[config.mk]
export PLATFORM = sky130hd
export DESIGN_NAME = md_packet_builder
export DESIGN_NICKNAME = d
export VERILOG_FILES = /design/src/rtl/md_packet_builder.sv
export SDC_FILE = /design/constraint.sdc
export NUM_CORES = 1
export LEC_CHECK = 0
export CORE_MARGIN = 2
export CORE_UTILIZATION = 25
export DETAILED_ROUTE_END_ITERATION = 10
export PLACE_DENSITY = 0.44
export SLEW_MARGIN = 20
export SYNTH_ARGS = -nofsm -noshare
export SYNTH_HDL_FRONTEND = slang
export SYNTH_SLANG_ARGS = --single-unit
[constraint.sdc]
create_clock -name clk -period 4.9 [get_ports clk]
set_input_delay 1.225 -clock clk [delete_from_list [all_inputs] [get_ports clk]]
set_output_delay 1.225 -clock clk [all_outputs]
set_load 0.005 [all_outputs]
[src/rtl/md_packet_builder.sv]
// md_packet_builder: builds one 50-byte UDP/IPv4/Ethernet market-data frame per request and streams it as 8-bit AXI-Stream
module md_packet_builder #(
  parameter logic [47:0] DST_MAC  = 48'h01005E000001,
  parameter logic [47:0] SRC_MAC  = 48'h020000000001,
  parameter logic [31:0] SRC_IP   = 32'hC0A80001,
  parameter logic [31:0] DST_IP   = 32'hEF000001,
  parameter logic [15:0] SRC_PORT = 16'h1388,
  parameter logic [15:0] DST_PORT = 16'h1389,
  parameter logic [7:0]  TTL      = 8'h40
) (
  input  logic        clk,
  input  logic        rst_n,
  input  logic        s_req_valid,
  output logic        s_req_ready,
  input  logic [31:0] s_req_symbol,
  input  logic [31:0] s_req_price,
  output logic [7:0]  m_axis_tdata,
  output logic        m_axis_tvalid,
  input  logic        m_axis_tready,
  output logic        m_axis_tlast,
  output logic [15:0] pkt_id
);
  typedef enum logic [1:0] {IDLE, CSUM, SEND} state_t;
  state_t state_q, state_d;
  logic [5:0] idx_q, idx_d;
  logic [31:0] sym_q, sym_d, price_q, price_d;
  logic [15:0] csum_q, csum_d, pkt_id_q, pkt_id_d;
  logic tvalid_q, tvalid_d;
  logic beat, last, accept;
  logic [19:0] sum0;
  logic [16:0] sum1, sum2;
  logic [399:0] frame, frame_sh;
  always_comb begin
    beat     = tvalid_q && m_axis_tready;
    last     = idx_q == 6'd49;
    accept   = state_q == IDLE && s_req_valid;
    sum0     = 20'h04500 + 20'h00024 + {4'h0, pkt_id_q} + 20'h04000 + {4'h0, TTL, 8'h11}
             + {4'h0, SRC_IP[31:16]} + {4'h0, SRC_IP[15:0]} + {4'h0, DST_IP[31:16]} + {4'h0, DST_IP[15:0]};
    sum1     = {1'b0, sum0[15:0]} + {13'h0, sum0[19:16]};
    sum2     = {1'b0, sum1[15:0]} + {16'h0, sum1[16]};
    state_d  = state_q == IDLE ? (s_req_valid ? CSUM : IDLE)
             : state_q == CSUM ? SEND
             : (beat && last ? IDLE : SEND);
    sym_d    = accept ? s_req_symbol : sym_q;
    price_d  = accept ? s_req_price : price_q;
    csum_d   = state_q == CSUM ? ~sum2[15:0] : csum_q;
    idx_d    = state_q == CSUM ? 6'd0 : beat ? idx_q + 6'd1 : idx_q;
    tvalid_d = state_q == SEND && !(beat && last);
    pkt_id_d = beat && last ? pkt_id_q + 16'd1 : pkt_id_q;
    frame    = {DST_MAC, SRC_MAC, 16'h0800, 8'h45, 8'h00, 16'h0024, pkt_id_q, 16'h4000, TTL, 8'h11,
                csum_q, SRC_IP, DST_IP, SRC_PORT, DST_PORT, 16'h0010, 16'h0000, sym_q, price_q};
    frame_sh = frame << {idx_q, 3'b000};
  end
  always_ff @(posedge clk or negedge rst_n) begin
    if (!rst_n) begin
      state_q  <= IDLE;
      idx_q    <= '0;
      sym_q    <= '0;
      price_q  <= '0;
      csum_q   <= '0;
      pkt_id_q <= '0;
      tvalid_q <= 1'b0;
    end else begin
      state_q  <= state_d;
      idx_q    <= idx_d;
      sym_q    <= sym_d;
      price_q  <= price_d;
      csum_q   <= csum_d;
      pkt_id_q <= pkt_id_d;
      tvalid_q <= tvalid_d;
    end
  end
  assign s_req_ready   = state_q == IDLE;
  assign m_axis_tvalid = tvalid_q;
  assign m_axis_tdata  = tvalid_q ? frame_sh[399:392] : 8'h00;
  assign m_axis_tlast  = tvalid_q && last;
  assign pkt_id        = pkt_id_q;
endmodule
# --- Word level (Yosys, flattened, before mapping) ---
# Cells that the tools add are included.
op_classes:
  mux: 7
  shift: 1
  bitwise: 1
  n_eq_ne: 3
  n_addsub: 11
  n_reduce_logical: 8
ops:
  columns: ["cell", "count"]
  rows:
  - ["393-bit by 9-bit << shifter with 400-bit output", 1]
  - ["20-bit by 1-bit adder with 20-bit output, second input constant", 2]
  - ["19-bit by 16-bit adder with 20-bit output, second input constant", 1]
  - ["20-bit by 16-bit adder with 20-bit output, second input constant", 1]
  - ["18-bit by 15-bit adder with 19-bit output, second input constant", 1]
  - ["17-bit by 15-bit adder with 18-bit output, second input constant", 1]
  - ["15-bit by 16-bit adder with 17-bit output, first input constant", 1]
  - ["16-bit by 4-bit adder with 17-bit output", 1]
  - ["16-bit by 1-bit adder with 16-bit output", 1]
  - ["16-bit by 1-bit adder with 16-bit output, second input constant", 1]
  - ["16-bit inverter", 1]
  - ["6-bit two-way mux", 2]
  - ["8-bit two-way mux", 1]
  - ["6-bit by 1-bit adder with 6-bit output, second input constant", 1]
  - ["6-bit equality test, second input constant", 1]
  - ["2-bit two-way mux", 3]
  - ["1-bit logical AND", 5]
  - ["2-bit by 1-bit equality test with 1-bit output, second input constant", 1]
  - ["2-bit equality test, second input constant", 1]
  - ["2-bit logical NOT", 1]
  - ["2-bit nonzero test", 1]
  - ["1-bit logical NOT", 1]
  - ["1-bit two-way mux", 1]
totals:
  inputBits: 68
  register_bits: 105
  out_inout_bits: 27
  wordCells: 38

# --- Depth between registers and ports, before layout ---
# Gate-level depths: netlist of run 1.
depth:
  depth_word: 10
  ltp_mapped: 21
  depth_no_buf: 20

# --- Worst setup path before layout of run 1 ---
# No wires, ideal clock.
synth_path:
  kind: "register to register"
  start: "register pkt_id_q[0] (netlist: pkt_id[0])"
  end: "register csum_q[15]"
  synth_period_minus_slack_ns: 4.421
  stages_incl_launch_ff: 22
  required_time_ns: 4.771
  n_path_buf: 1
  t_arrival_ns: 4.292
  setup_time_ns: 0.129
  slack_ns: 0.479
  cell_sequence: "dfrtp_1 -> buf_2 -> inv_1 -> ha_1 -> nor4b_4 -> o22ai_1 -> o21ai_0 -> a21boi_0 -> ha_1 -> inv_1 -> ha_1 -> a221oi_4 -> o211a_1 -> and3_1 -> ha_1 -> nand3_1 -> a211oi_1 -> o2111ai_1 -> a211oi_4 -> o2111ai_2 -> xnor2_1 -> o21ai_1"
synth_between:
  elab_chain_len: 10
synth_rtl:
  columns: ["element", "line_no", "rtl"]
  rows:
  - ["start, declared", "27", "logic [15:0] csum_q, csum_d, pkt_id_q, pkt_id_d;"]
  - ["start signal, assigned", "69", "pkt_id_q <= pkt_id_d;"]
  - ["15-bit by 16-bit adder with 17-bit output", "37", "sum0 = 20'h04500 + 20'h00024 + {4'h0, pkt_id_q} + 20'h04000 + {4'h0, TTL, 8'h11}"]
  - ["17-bit by 15-bit adder with 18-bit output", "37", null]
  - ["18-bit by 15-bit adder with 19-bit output", "37", null]
  - ["19-bit by 16-bit adder with 20-bit output", "38", "+ {4'h0, SRC_IP[31:16]} + {4'h0, SRC_IP[15:0]} + {4'h0, DST_IP[31:16]} + {4'h0, DST_IP[15:0]};"]
  - ["20-bit by 1-bit adder with 20-bit output", "38", null]
  - ["20-bit by 16-bit adder with 20-bit output", "38", null]
  - ["20-bit by 1-bit adder with 20-bit output", "38", null]
  - ["net sum0[0]", "30", "logic [19:0] sum0;"]
  - ["16-bit by 4-bit adder with 17-bit output", "39", "sum1 = {1'b0, sum0[15:0]} + {13'h0, sum0[19:16]};"]
  - ["16-bit by 1-bit adder with 16-bit output", "40", "sum2 = {1'b0, sum1[15:0]} + {16'h0, sum1[16]};"]
  - ["16-bit inverter", "46", "csum_d = state_q == CSUM ? ~sum2[15:0] : csum_q;"]
  - ["end signal, assigned", "68", "csum_q <= csum_d;"]
  - ["end, declared", "27", null]
# The timed path passes the listed nets, and every way through them passes these cells.
# A chain may end at the register's enable or synchronous reset.

# --- Worst setup path after layout of run 1 ---
layout_path:
  start: "register idx_q[0]"
  end: "output port m_axis_tdata[6]"
layout_between:
  elab_chain_len: 2
layout_rtl:
  columns: ["element", "line_no", "rtl"]
  rows:
  - ["start, declared", "25", "logic [5:0] idx_q, idx_d;"]
  - ["start signal, assigned", "65", "idx_q <= idx_d;"]
  - ["393-bit by 9-bit << shifter with 400-bit output", "52", "frame_sh = frame << {idx_q, 3'b000};"]
  - ["8-bit two-way mux", "75", "assign m_axis_tdata = tvalid_q ? frame_sh[399:392] : 8'h00;"]
  - ["end, declared", "17", "output logic [7:0] m_axis_tdata,"]
# Every way passes these cells.

==> summary.md, run 1 <==
| Metric | Value |
|---|---|
| Number of synthesized flops with an enable pin | `0` |
| Mapped cell area | `6700 um2` |
| Routed wire per std cell | `17.5 um` |
| Post-Synth Adder-Cell Area | `between 1.5 and 2%` |
| Crit path arrival time | `3300 ps` |
| Total nets after synthesis | `~760` |
| Most common cell in the synthesized netlist | `dfrtp_1` |
| Clock-pin slew on the worst setup and hold paths | `80 ps` |
| Top-level I/O count | `95` |
| Initial DRT Pass Iterations | `4` |
| DRT antenna net count | `0` |
| Worst Skew | `12.1 ps` |
| Fillers | `between 2000 and 3000` |
| Row count | `slightly below 60` |
| RSZ-0062 raised after global routing | `no` |
| Via count | `5294` |
| Yosys warns | `0` |
| Clock power frac | `between 20% and 30%` |
| Critical path endpoint category | `output port` |
| # setup viols final | `0` |
| Relative slew slack | `36.3%` |
| Cells after Synth | `679` |
| Endpoints failing hold | `0` |
| Synth Register Bits | `105` |
| Psw | `1250 uW` |
| Final Max Tran Viols | `0` |
| Netlist cell types | `78` |
| First-pass GRT wire length | `31.0 mm` |
| Clock Tree Buf Depth | `2` |
| Worst slew pin tran | `955 ps` |
| Status | `finished clean` |
| Peak supply drop | `0.000177 V` |
| Leakage dissipation | `0.00350 uW` |
| Top cells by area, synth | `dfrtp_1 (39%), mux2_2 (11%), xnor2_1 (4.4%)` |
| Int Power | `between 2000 and 2500 uW` |
| Cell area after layout | `8360 um2` |
| Post-Place Worst Slack | `116 ps` |
| Worst-Skew Late Latency | `360 ps` |
| Pwr dens | `389 nW/um2` |
| Fin crit period | `4530 ps` |
| Post-Route WL | `19.3 mm` |
| Total GRT Usage | `about 14%` |
| Multiplexer share of the synthesized area | `18.4%` |
| Worst reg-to-reg setup slack | `460 ps` |
| Total gr overflow | `0` |
| Crit path setup slack, layout | `about 370 ps` |
| Seq pwr share | `36.8%` |
| Hold crit path type | `reg -> reg` |
| DIE HEIGHT | `168 um` |
| Layout area overhead | `24.7%` |
| CP startpoint kind | `flop` |
| Ys async rst share | `between 90% and 100%` |
| Largest family of logic cells by synthesized area | `multiplexers` |
| Vias in the first global route | `5440` |
| Synth top area share | `39.2%` |
| Most instantiated cells after synthesis | `dfrtp_1 (105), nand2_1 (67), mux2_2 (65)` |
| Tcrit/Tclk final | `92.4%` |
| CP top delay family | `buffers and inverters` |
| Post-DP Area | `8020 um2` |
| Comb pwr share | `39.5%` |
| WS Path Type | `reg -> out` |
| Maxcap violations | `0` |
| Max Fclk | `about 220 MHz` |
| Synth Area in Simple Gates | `15.3%` |
| WP data required | `3670 ps` |
| Crit path to | `m_axis_tdata[6]` |
| Cell Chain, Critical Path | `buf_4 > mux4_2 > a21oi_1 > o221a_2 > nor2_1 > a21oi_1 > nor2b_1 > clkdlybuf4s50_1` |
| Largest net degree at the start of global routing | `54` |
| Worst path bufs/invs | `2` |
| CTS tree | `built` |
| DRC errors left | `0` |
| CTS root buf | `clkbuf_16` |
| Initial antenna violation count | `0` |
| Slowest CP cell | `dfrtp_2` |
| DRT iter0 DRCs | `343` |
| Largest stage delay, worst path | `around 760 ps` |
| Die X | `between 150 and 200 um` |
| Die area | `28100 um2` |
| Compound-cell area share of the yosys netlist | `14.9%` |
| R2R depth | `20` |
| Post-CTS Hold Buffers | `0` |
| Reg-to-reg critical path endpoint | `csum_q[15]$_DFFE_PN0P_` |
| RR Startpoint | `pkt_id[0]$_DFFE_PN0P_` |
| Commonest register cell after synthesis | `dfrtp_1` |
| Clock sinks | `roughly 110` |
| Hold_sp | `csum_q[9]$_DFFE_PN0P_` |
| Max Fanout on Critical Path | `20` |
| Starting Density | `25.6%` |
| Vias per inst | `4.81` |
| Critical Path Stages | `8` |
| CTS Buf Count | `9` |
| Most area-hungry cell type in the Yosys netlist | `dfrtp_1` |
| H-tree levels | `3` |
| Core area | `26200 um2` |
| XOR/XNOR Fraction of Synth Area | `6.27%` |
| Final #Nets | `839` |
| Antenna cells | `0` |
| Share of cells above drive strength 1 | `18.0%` |
| Dpl hpwl | `14.2 mm` |
| Port bufs | `94` |
| Total negative slack | `0 ps` |
| Worst setup startpoint | `idx_q[0]$_DFFE_PN0P_` |
| RD Place Congestion | `0.776` |
| Sw Share | `38.5%` |
| Seq/Total Area, Yosys | `39.2%` |
| Most frequent CP cell | `a21oi_1` |
| Syn_area_per_cell | `9.87 um2` |
-- power groups by stage --
stage / clock (uW) / sequential, uW / combinational, uW
after floorplan: 0 / 1070 / 945
after global placement: 0 / 1220 / 1290
after detailed placement: 0 / 1220 / 1290
after CTS: 798 / 1200 / 1290
after global routing: 828 / 1230 / 1430
final: 769 / 1200 / 1280
-- cells by family after synthesis --
kind of cell / count (synthesis)
xor+xnor: 48
compound gates: 144
mux: 103
buf+inv: 63
simple gates: 206
fa+ha+maj: 10
flops: 105
-- metal layers --
metal | track usage (%) | vias to the layer above | wire length, um | part of all wire (%)
met4 | 2.80 | 0 | 170 | 0.88
li1 | - | 2605 | - | -
met3 | 3.03 | 16 | 815 | 4.2
met5 | 0 | - | 0 | 0
met1 | 20.0 | 2541 | 9650 | 50
met2 | 22.2 | 132 | 8630 | 45
-- through the flow --
| step | power (uW) | util, % | cells | hold slack [ps] |
|---|---|---|---|---|
| 2_1_floorplan | 2010 | - | 679 | 438 |
| 3_3_place_gp | 2510 | 30.6 | 1083 | 453 |
| 3_5_place_dp | 2510 | 30.6 | 1083 | 456 |
| 4_1_cts | 3290 | 31.8 | 1099 | 474 |
| 5_1_grt | 3480 | 31.9 | 1101 | 501 |
| 6_report | 3250 | 31.9 | 1101 | 471 |
-- sequential cells by signal, indices dropped and copies added (netlist names) --
name           flops
csum_q            16
m_axis_tvalid      1
pkt_id            16
price_q           32
state_q            2
idx_q              6
sym_q             32
-- area by class of cell --
class | instances | area [um2] | share of cell area, %
clock buffers | 9 | 225 | 2.70
clock inverters | 7 | 88.8 | 1.06
multi-input cells | 511 | 3810 | 45.6
well taps | 335 | 419 | 5.02
inverters | 14 | 52.6 | 0.629
flip-flops and latches | 105 | 2630 | 31.5
repair buffers | 120 | 1130 | 13.6
-- placed cells by master (no fill, tap or decap), types with 19 or more instances in the layout --
master           netlist  routed
buf_4                  1      27
nand2_1               67      67
a21oi_1               27      27
clkdlybuf4s50_1        0      93
mux2_2                65      65
nand3_1               19      19
dfrtp_1              105     104
nor2_1                43      43
o21ai_0               43      42
mux2i_1               28      28
xnor2_1               34      34
-- repair_timing --
action | in CTS | in global routing
setup buffers | 0 | 2
resized for setup | 0 | 4
endpoints found under the setup margin | 0 | 5
-- worst min-delay path: cells and delay by family, from the launching register on --
family           cells  cell delay, ps
DFF                  1             350
and+or+nand+nor      2             100
-- worst min path at each step --
stage | endpoint | slack, ps | cells after the start
2_1_floorplan | csum_q[9]$_DFFE_PN0P_ | 440 | 2
5_1_grt | csum_q[9]$_DFFE_PN0P_ | 500 | 2
3_3_place_gp | csum_q[9]$_DFFE_PN0P_ | 450 | 2
4_1_cts | csum_q[9]$_DFFE_PN0P_ | 470 | 2
3_5_place_dp | csum_q[9]$_DFFE_PN0P_ | 460 | 2
6_report | csum_q[9]$_DFFE_PN0P_ | 470 | 2
Power figures use the tool's default switching activity.
==> run 2: changes to the inputs <==
--- a/config.mk
+++ b/config.mk
@@ -5,7 +5,6 @@
 export SDC_FILE = /design/constraint.sdc
 export NUM_CORES = 1
 export LEC_CHECK = 0
-export CORE_MARGIN = 2
 export CORE_UTILIZATION = 25
 export DETAILED_ROUTE_END_ITERATION = 10
 export PLACE_DENSITY = 0.44
==> run 2 against run 1 <==
The run now ends with DRC left. Via count decreased by 0.68%. Core utilization about the same. Sequential cell count stayed put. First-iteration DRC count is 12% higher. Combinational power is 3% higher. Wire length about the same. Fmax grew 0.60%. Total power is essentially flat. Sequential share of layout area hardly changed. Critical endpoint is now csum_q[15]$_DFFE_PN0P_. Largest cell class unchanged. Highest routed layer unchanged.
==> summary.md, run 2 (synthesized netlist as in run 1, its figures left out) <==
| Metric | Value |
|---|---|
| Status | `complete, but fails checks (was finished clean)` |
| Failing checks | `DRC` |
| Share of cells above drive strength 1 | `18.2% (was 18.0%)` |
| Fillers | `2764 (was 2708)` |
| DIE HEIGHT | `166 um (was 168 um)` |
| RD Place Congestion | `0.796 (was 0.776)` |
| Slowest CP cell | `a211oi_4 (was dfrtp_2)` |
| Largest stage delay, worst path | `360 ps (was 760 ps)` |
| Total GRT Usage | `14.6% (was 14.1%)` |
| Max Fanout on Critical Path | `6 (was 20)` |
| DRT antenna net count | `0 (unchanged)` |
| Clock Tree Buf Depth | `2 (unchanged)` |
| Top flop regs | `price_q: 32 flops, sym_q: 32 flops (unchanged)` |
| Footprint of the multi-input gates | `3810 um2 (about the same)` |
| Cell area after layout | `8370 um2 (was 8360 um2)` |
| Most common library cell in the layout ignoring fill and taps | `dfrtp_1 (unchanged)` |
| Total negative slack | `0 ps (unchanged)` |
| Worst slew pin tran | `1160 ps (was 955 ps)` |
| Antenna cells | `0 (unchanged)` |
| Peak supply drop | `0.000175 V (was 0.000177 V)` |
| Post-Place Worst Slack | `97.1 ps (was 116 ps)` |
| Top-level I/O count | `95 (unchanged)` |
| Starting Density | `25.6% (unchanged)` |
| Worst-Skew Late Latency | `360 ps (about the same)` |
| Worst Skew | `7.67 ps (was 12.1 ps)` |
| Clock sinks | `105 (unchanged)` |
| WS Path Type | `reg -> reg (was reg -> out)` |
| Vias per inst | `4.78 (was 4.81)` |
| Clock-pin slew on the worst setup and hold paths | `80 ps (about the same)` |
| Relative slew slack | `20.9% (was 36.3%)` |
| First-pass GRT wire length | `31.7 mm (was 31.0 mm)` |
| Die area | `27500 um2 (was 28100 um2)` |
| DRC errors left | `30 (was 0)` |
| Critical path endpoint category | `flop (was output port)` |
| Routed wire per std cell | `17.5 um (about the same)` |
| Die X | `166 um (was 168 um)` |
| Post-Route WL | `19.3 mm (about the same)` |
| Crit path setup slack, layout | `401 ps (was 374 ps)` |
| Most frequent cells in the layout | `dfrtp_1 (103), clkdlybuf4s50_1 (93), nand2_1 (67), mux2_2 (65), nor2_1 (43) (was dfrtp_1 (104), clkdlybuf4s50_1 (93), nand2_1 (67), mux2_2 (65), nor2_1 (43))` |
| Via count | `5258 (was 5294)` |
| Endpoints failing hold | `0 (unchanged)` |
| Final Max Tran Viols | `0 (unchanged)` |
| Final std cells w/o fill | `1100 (was 1101)` |
| DRT iter0 DRCs | `385 (was 343)` |
| Leakage dissipation | `0.00350 uW (about the same)` |
| Register area | `2630 um2 (about the same)` |
| Dpl cells | `1082 (was 1083)` |
| CP startpoint kind | `flop (unchanged)` |
| Largest net degree at the start of global routing | `48 (was 54)` |
| # setup viols final | `0 (unchanged)` |
| Fin crit period | `4500 ps (was 4530 ps)` |
| Port bufs | `94 (unchanged)` |
| Row count | `59 (unchanged)` |
| Crit path arrival time | `4710 ps (was 3300 ps)` |
| Critical Path Stages | `20 (was 8)` |
| Total gr overflow | `0 (unchanged)` |
| Initial antenna violation count | `0 (unchanged)` |
| Cell Chain, Critical Path | `inv_1 > ha_1 > nor4b_4 > o22ai_1 > o21ai_1 > a21boi_2 > ha_1 > inv_1 > ha_1 > a221oi_4 > o211a_1 > and3_1 > ha_1 > nand3_1 > a211oi_2 > o2111ai_2 > a211oi_4 > o2111ai_2 > xnor2_1 > o21ai_1 (was buf_4 > mux4_2 > a21oi_1 > o221a_2 > nor2_1 > a21oi_1 > nor2b_1 > clkdlybuf4s50_1)` |
| CTS tree | `built (unchanged)` |
| Hold crit path type | `reg -> reg (unchanged)` |
| Layout area overhead | `24.9% (was 24.7%)` |
| Pwr dens | `388 nW/um2 (was 389 nW/um2)` |
| Dpl hpwl | `13.9 mm (was 14.2 mm)` |
| Worst path bufs/invs | `2 (unchanged)` |
| CTS Buf Count | `9 (unchanged)` |
| Initial DRT Pass Iterations | `8 (was 4)` |
| Post-DP Area | `8020 um2 (about the same)` |
| H-tree levels | `3 (unchanged)` |
| Core area | `26200 um2 (unchanged)` |
| Tcrit/Tclk final | `91.8% (was 92.4%)` |
| R2R depth | `20 (unchanged)` |
| CTS root buf | `clkbuf_16 (unchanged)` |
| CP top delay family | `compound AO/OA/AOI/OAI gates (was buffers and inverters)` |
| Min-Delay Path Depth | `1 (was 2)` |
| Max Fclk | `222 MHz (was 221 MHz)` |
| Vias in the first global route | `5521 (was 5440)` |
| Final #Nets | `838 (was 839)` |
| Final hold slack | `469 ps (was 471 ps)` |
| Most frequent CP cell | `ha_1 (was a21oi_1)` |
| RSZ-0062 raised after global routing | `no (unchanged)` |
| WP data required | `5110 ps (was 3670 ps)` |
| Maxcap violations | `0 (unchanged)` |
-- run 2: changes by cell type in the layout (fill, tap and decap cells not counted) --
cell,previous run,this run
a2111oi_0,0,1
buf_4,27,25
dfrtp_1,104,103
a2111oi_1,1,0
a21boi_1,1,0
a21boi_2,0,1
buf_12,0,1
dfrtp_2,1,2
-- run 2: stage by stage --
| step | util, % | power, uW |
|---|---|---|
| final | 31.9 | 3250 |
| after global routing | 31.9 | 3490 |
| after CTS | 31.8 | 3310 |
| after detailed placement | 30.6 | 2520 |
| after global placement | 30.6 | 2510 |
| after floorplan | - | 2010 |
-- run 2: report_power, final --
part	switching [uW]	internal, uW	total [uW]
sequential	169	992	1160
clock	394	371	765
combinational	684	639	1320
total	1250	2000	3250
-- run 2: timing repair --
action                     CTS  global route
gates resized for setup      0             6
hold buffers                 0             0
setup buffers                0             2
setup endpoints to repair    0             5
-- run 2: path summary, 6_finish.rpt --
| path | from | end | slack, ps |
|---|---|---|---|
| min reg2reg | state_q[0]$_DFF_PN0_ | m_axis_tvalid$_DFF_PN0_ | 470 |
| min | state_q[0]$_DFF_PN0_ | m_axis_tvalid$_DFF_PN0_ | 470 |
| max reg2reg | pkt_id[0]$_DFFE_PN0P_ | csum_q[15]$_DFFE_PN0P_ | 400 |
| max | pkt_id[0]$_DFFE_PN0P_ | csum_q[15]$_DFFE_PN0P_ | 400 |
| max in group asynchronous | rst_n | pkt_id[8]$_DFFE_PN0P_ | 3230 |
| min in group asynchronous | rst_n | sym_q[14]$_DFFE_PN0P_ | 710 |
-- run 2: final cells by class --
class	instances	area share, %
Sequential cell	105	31.4
Multi-Input combinational cell	511	45.6
Clock inverter	7	1.06
Tap cell	335	5.01
Inverter	14	0.628
Timing Repair Buffer	119	13.6
Clock buffer	9	2.69
-- run 2: per-layer routing --
layer | global-route usage (%) | wire, um | vias to the layer above
li1 | - | - | 2607
met1 | 21.1 | 9700 | 2532
met2 | 22.4 | 8600 | 108
met3 | 2.51 | 766 | 11
met4 | 3.54 | 195 | 0
met5 | 0 | 0 | -
==> run 3: changes to the inputs <==
--- a/config.mk
+++ b/config.mk
@@ -6,8 +6,9 @@
 export NUM_CORES = 1
 export LEC_CHECK = 0
 export CORE_UTILIZATION = 25
+export CTS_CLUSTER_SIZE = 10
 export DETAILED_ROUTE_END_ITERATION = 10
-export PLACE_DENSITY = 0.44
+export PLACE_DENSITY = 0.4
 export SLEW_MARGIN = 20
 export SYNTH_ARGS = -nofsm -noshare
 export SYNTH_HDL_FRONTEND = slang
==> run 3 against run 2 <==
Highest routed layer unchanged. Count of clock-buffer cells in the layout unchanged. Final cell count rose by 0.27%. Sequential cell count unchanged. Clock skew up 3.3 ps. Largest power group unchanged. Fmax grew 1.2%. The run still ends with DRC left.
==> summary.md, run 3 (synthesized netlist as in run 1, its figures left out) <==
| Metric | Value |
|---|---|
| Status | `complete, but fails checks (unchanged)` |
| Failing checks | `DRC (unchanged)` |
| CTS root buf | `clkbuf_16 (unchanged)` |
| Tcrit/Tclk final | `90.7% (was 91.8%)` |
| GR Util met3 | `1.70% (was 2.51%)` |
| Initial DRT Pass Iterations | `8 (unchanged)` |
| Met1 global-route usage | `20.6% (was 21.1%)` |
| Worst-Skew Late Latency | `370 ps (was 360 ps)` |
| Total GRT Usage | `14.8% (was 14.6%)` |
| Dpl cells | `1083 (was 1082)` |
| Worst slew pin tran | `1090 ps (was 1160 ps)` |
| WS Path Type | `reg -> reg (unchanged)` |
| Endpoints failing hold | `0 (unchanged)` |
| Top-level I/O count | `95 (unchanged)` |
| Die X | `166 um (unchanged)` |
| Row count | `59 (unchanged)` |
| Post-Route WL | `19.8 mm (was 19.3 mm)` |
| Worst Skew | `10.9 ps (was 7.67 ps)` |
| DRT iter0 DRCs | `369 (was 385)` |
| Max Fclk | `225 MHz (was 222 MHz)` |
| Crit path arrival time | `4660 ps (was 4710 ps)` |
| Post-DP Area | `8020 um2 (about the same)` |
| Min-Delay Path Depth | `2 (was 1)` |
| Vias in the first global route | `5623 (was 5521)` |
| Leakage dissipation | `0.00351 uW (was 0.00350 uW)` |
| CTS tree | `built (unchanged)` |
| DRC errors left | `2 (was 30)` |
| Peak supply drop | `0.000160 V (was 0.000175 V)` |
| # setup viols final | `0 (unchanged)` |
| Maxcap violations | `0 (unchanged)` |
| Share of cells above drive strength 1 | `18.6% (was 18.2%)` |
| WP data required | `5120 ps (was 5110 ps)` |
| Clock-pin slew on the worst setup and hold paths | `80 ps (about the same)` |
| Most common library cell in the layout ignoring fill and taps | `dfrtp_1 (unchanged)` |
| Max Fanout on Critical Path | `6 (unchanged)` |
| Port bufs | `94 (unchanged)` |
| Layout area overhead | `25.1% (was 24.9%)` |
| Final #Nets | `841 (was 838)` |
| Relative slew slack | `25.5% (was 20.9%)` |
| Cell area after layout | `8380 um2 (was 8370 um2)` |
| Core area | `26200 um2 (unchanged)` |
| Initial antenna violation count | `0 (unchanged)` |
| Final std cells w/o fill | `1103 (was 1100)` |
| Final hold slack | `486 ps (was 469 ps)` |
| Antenna cells | `0 (unchanged)` |
| Top flop regs | `price_q: 32 flops, sym_q: 32 flops (unchanged)` |
| Routed wire per std cell | `17.9 um (was 17.5 um)` |
| Die area | `27500 um2 (unchanged)` |
| Largest net degree at the start of global routing | `64 (was 48)` |
| RSZ-0062 raised after global routing | `no (unchanged)` |
| Final Max Tran Viols | `0 (unchanged)` |
| CTS Buf Count | `9 (unchanged)` |
| Clock Tree Buf Depth | `2 (unchanged)` |
| DIE HEIGHT | `166 um (unchanged)` |
| Vias per inst | `4.89 (was 4.78)` |
| Fin crit period | `4440 ps (was 4500 ps)` |
| Final core area utilization | `32.0% (was 31.9%)` |
| Pwr dens | `389 nW/um2 (was 388 nW/um2)` |
| First-pass GRT wire length | `32.0 mm (was 31.7 mm)` |
| Starting Density | `25.6% (unchanged)` |
| GRT met2 Usage | `23.8% (was 22.4%)` |
| Hold crit path type | `reg -> reg (unchanged)` |
| Critical path endpoint category | `flop (unchanged)` |
| RD Place Congestion | `0.808 (was 0.796)` |
| Dpl hpwl | `14.8 mm (was 13.9 mm)` |
| Clock sinks | `105 (unchanged)` |
| Most frequent cells in the layout | `dfrtp_1 (104), clkdlybuf4s50_1 (93), nand2_1 (67), mux2_2 (65), nor2_1 (43) (was dfrtp_1 (103), clkdlybuf4s50_1 (93), nand2_1 (67), mux2_2 (65), nor2_1 (43))` |
| Busiest grt layer | `met2 (unchanged)` |
| H-tree levels | `3 (unchanged)` |
| Via count | `5397 (was 5258)` |
| CP startpoint kind | `flop (unchanged)` |
| DRT antenna net count | `0 (unchanged)` |
| Total gr overflow | `0 (unchanged)` |
| R2R depth | `20 (unchanged)` |
## run 3: critical path: stages (launching register included)
cell       delay (ps)
dfrtp_1           340
inv_1              90
ha_1              230
nor4b_4           150
o22ai_2           160
o21ai_1           140
a21boi_2          220
ha_1              210
inv_1              50
ha_1              270
a221oi_4          270
o211a_1           240
and3_1            230
ha_1              210
nand3_2           120
a211oi_2          320
o2111ai_2         220
a211oi_4          380
o2111ai_2         200
xnor2_1           190
o21ai_1            70
## run 3: through the flow
step	total power, uW	setup TNS, ps	worst slack [ps]
floorplan	2010	0	479
global placement	2530	0	143
detailed placement	2530	-65.1	-32.8
CTS	3310	0	65.1
global route	3480	0	2.30
finish	3260	0	456
## run 3: path summary, 6_finish.rpt
path	startpoint	to	slack, ps
setup / recovery	pkt_id[0]$_DFFE_PN0P_	csum_q[15]$_DFFE_PN0P_	460
hold / removal	csum_q[5]$_DFFE_PN0P_	csum_q[5]$_DFFE_PN0P_	490
setup reg to reg	pkt_id[0]$_DFFE_PN0P_	csum_q[15]$_DFFE_PN0P_	460
hold reg to reg	csum_q[5]$_DFFE_PN0P_	csum_q[5]$_DFFE_PN0P_	490
max in group asynchronous	rst_n	price_q[23]$_DFFE_PN0P_	2840
min in group asynchronous	rst_n	pkt_id[14]$_DFFE_PN0P_	950
## run 3: layer usage
layer | vias to the layer above | part of all wire, %
met5 | - | 0
met1 | 2663 | 47
met4 | 0 | 1.8
met3 | 20 | 3.2
li1 | 2601 | -
met2 | 113 | 48
## run 3: repair_timing
action	in CTS	in global routing
setup buffers	0	4
gates cloned	0	0
pin swaps	0	3
setup endpoints to repair	4	6
resized for setup	1	6
hold endpoints to repair	0	0
hold buffers	0	0
## run 3: cell type report
cell class              instances  area [um2]
flip-flops and latches        105        2630
repair buffers                122        1150
clock inverters                 7        85.1
fillers                      2666       17800
well taps                     335         419
multi-input cells             511        3820
inverters                      14        52.6
clock buffers                   9         225
## run 3: power breakdown
group / switching (uW) / total (uW) / leakage, uW / internal (uW)
clock: 390 / 755 / 0.000146 / 365
sequential: 181 / 1170 / 0.00140 / 992
combinational: 688 / 1330 / 0.00196 / 642
total: 1260 / 3260 / 0.00351 / 2000
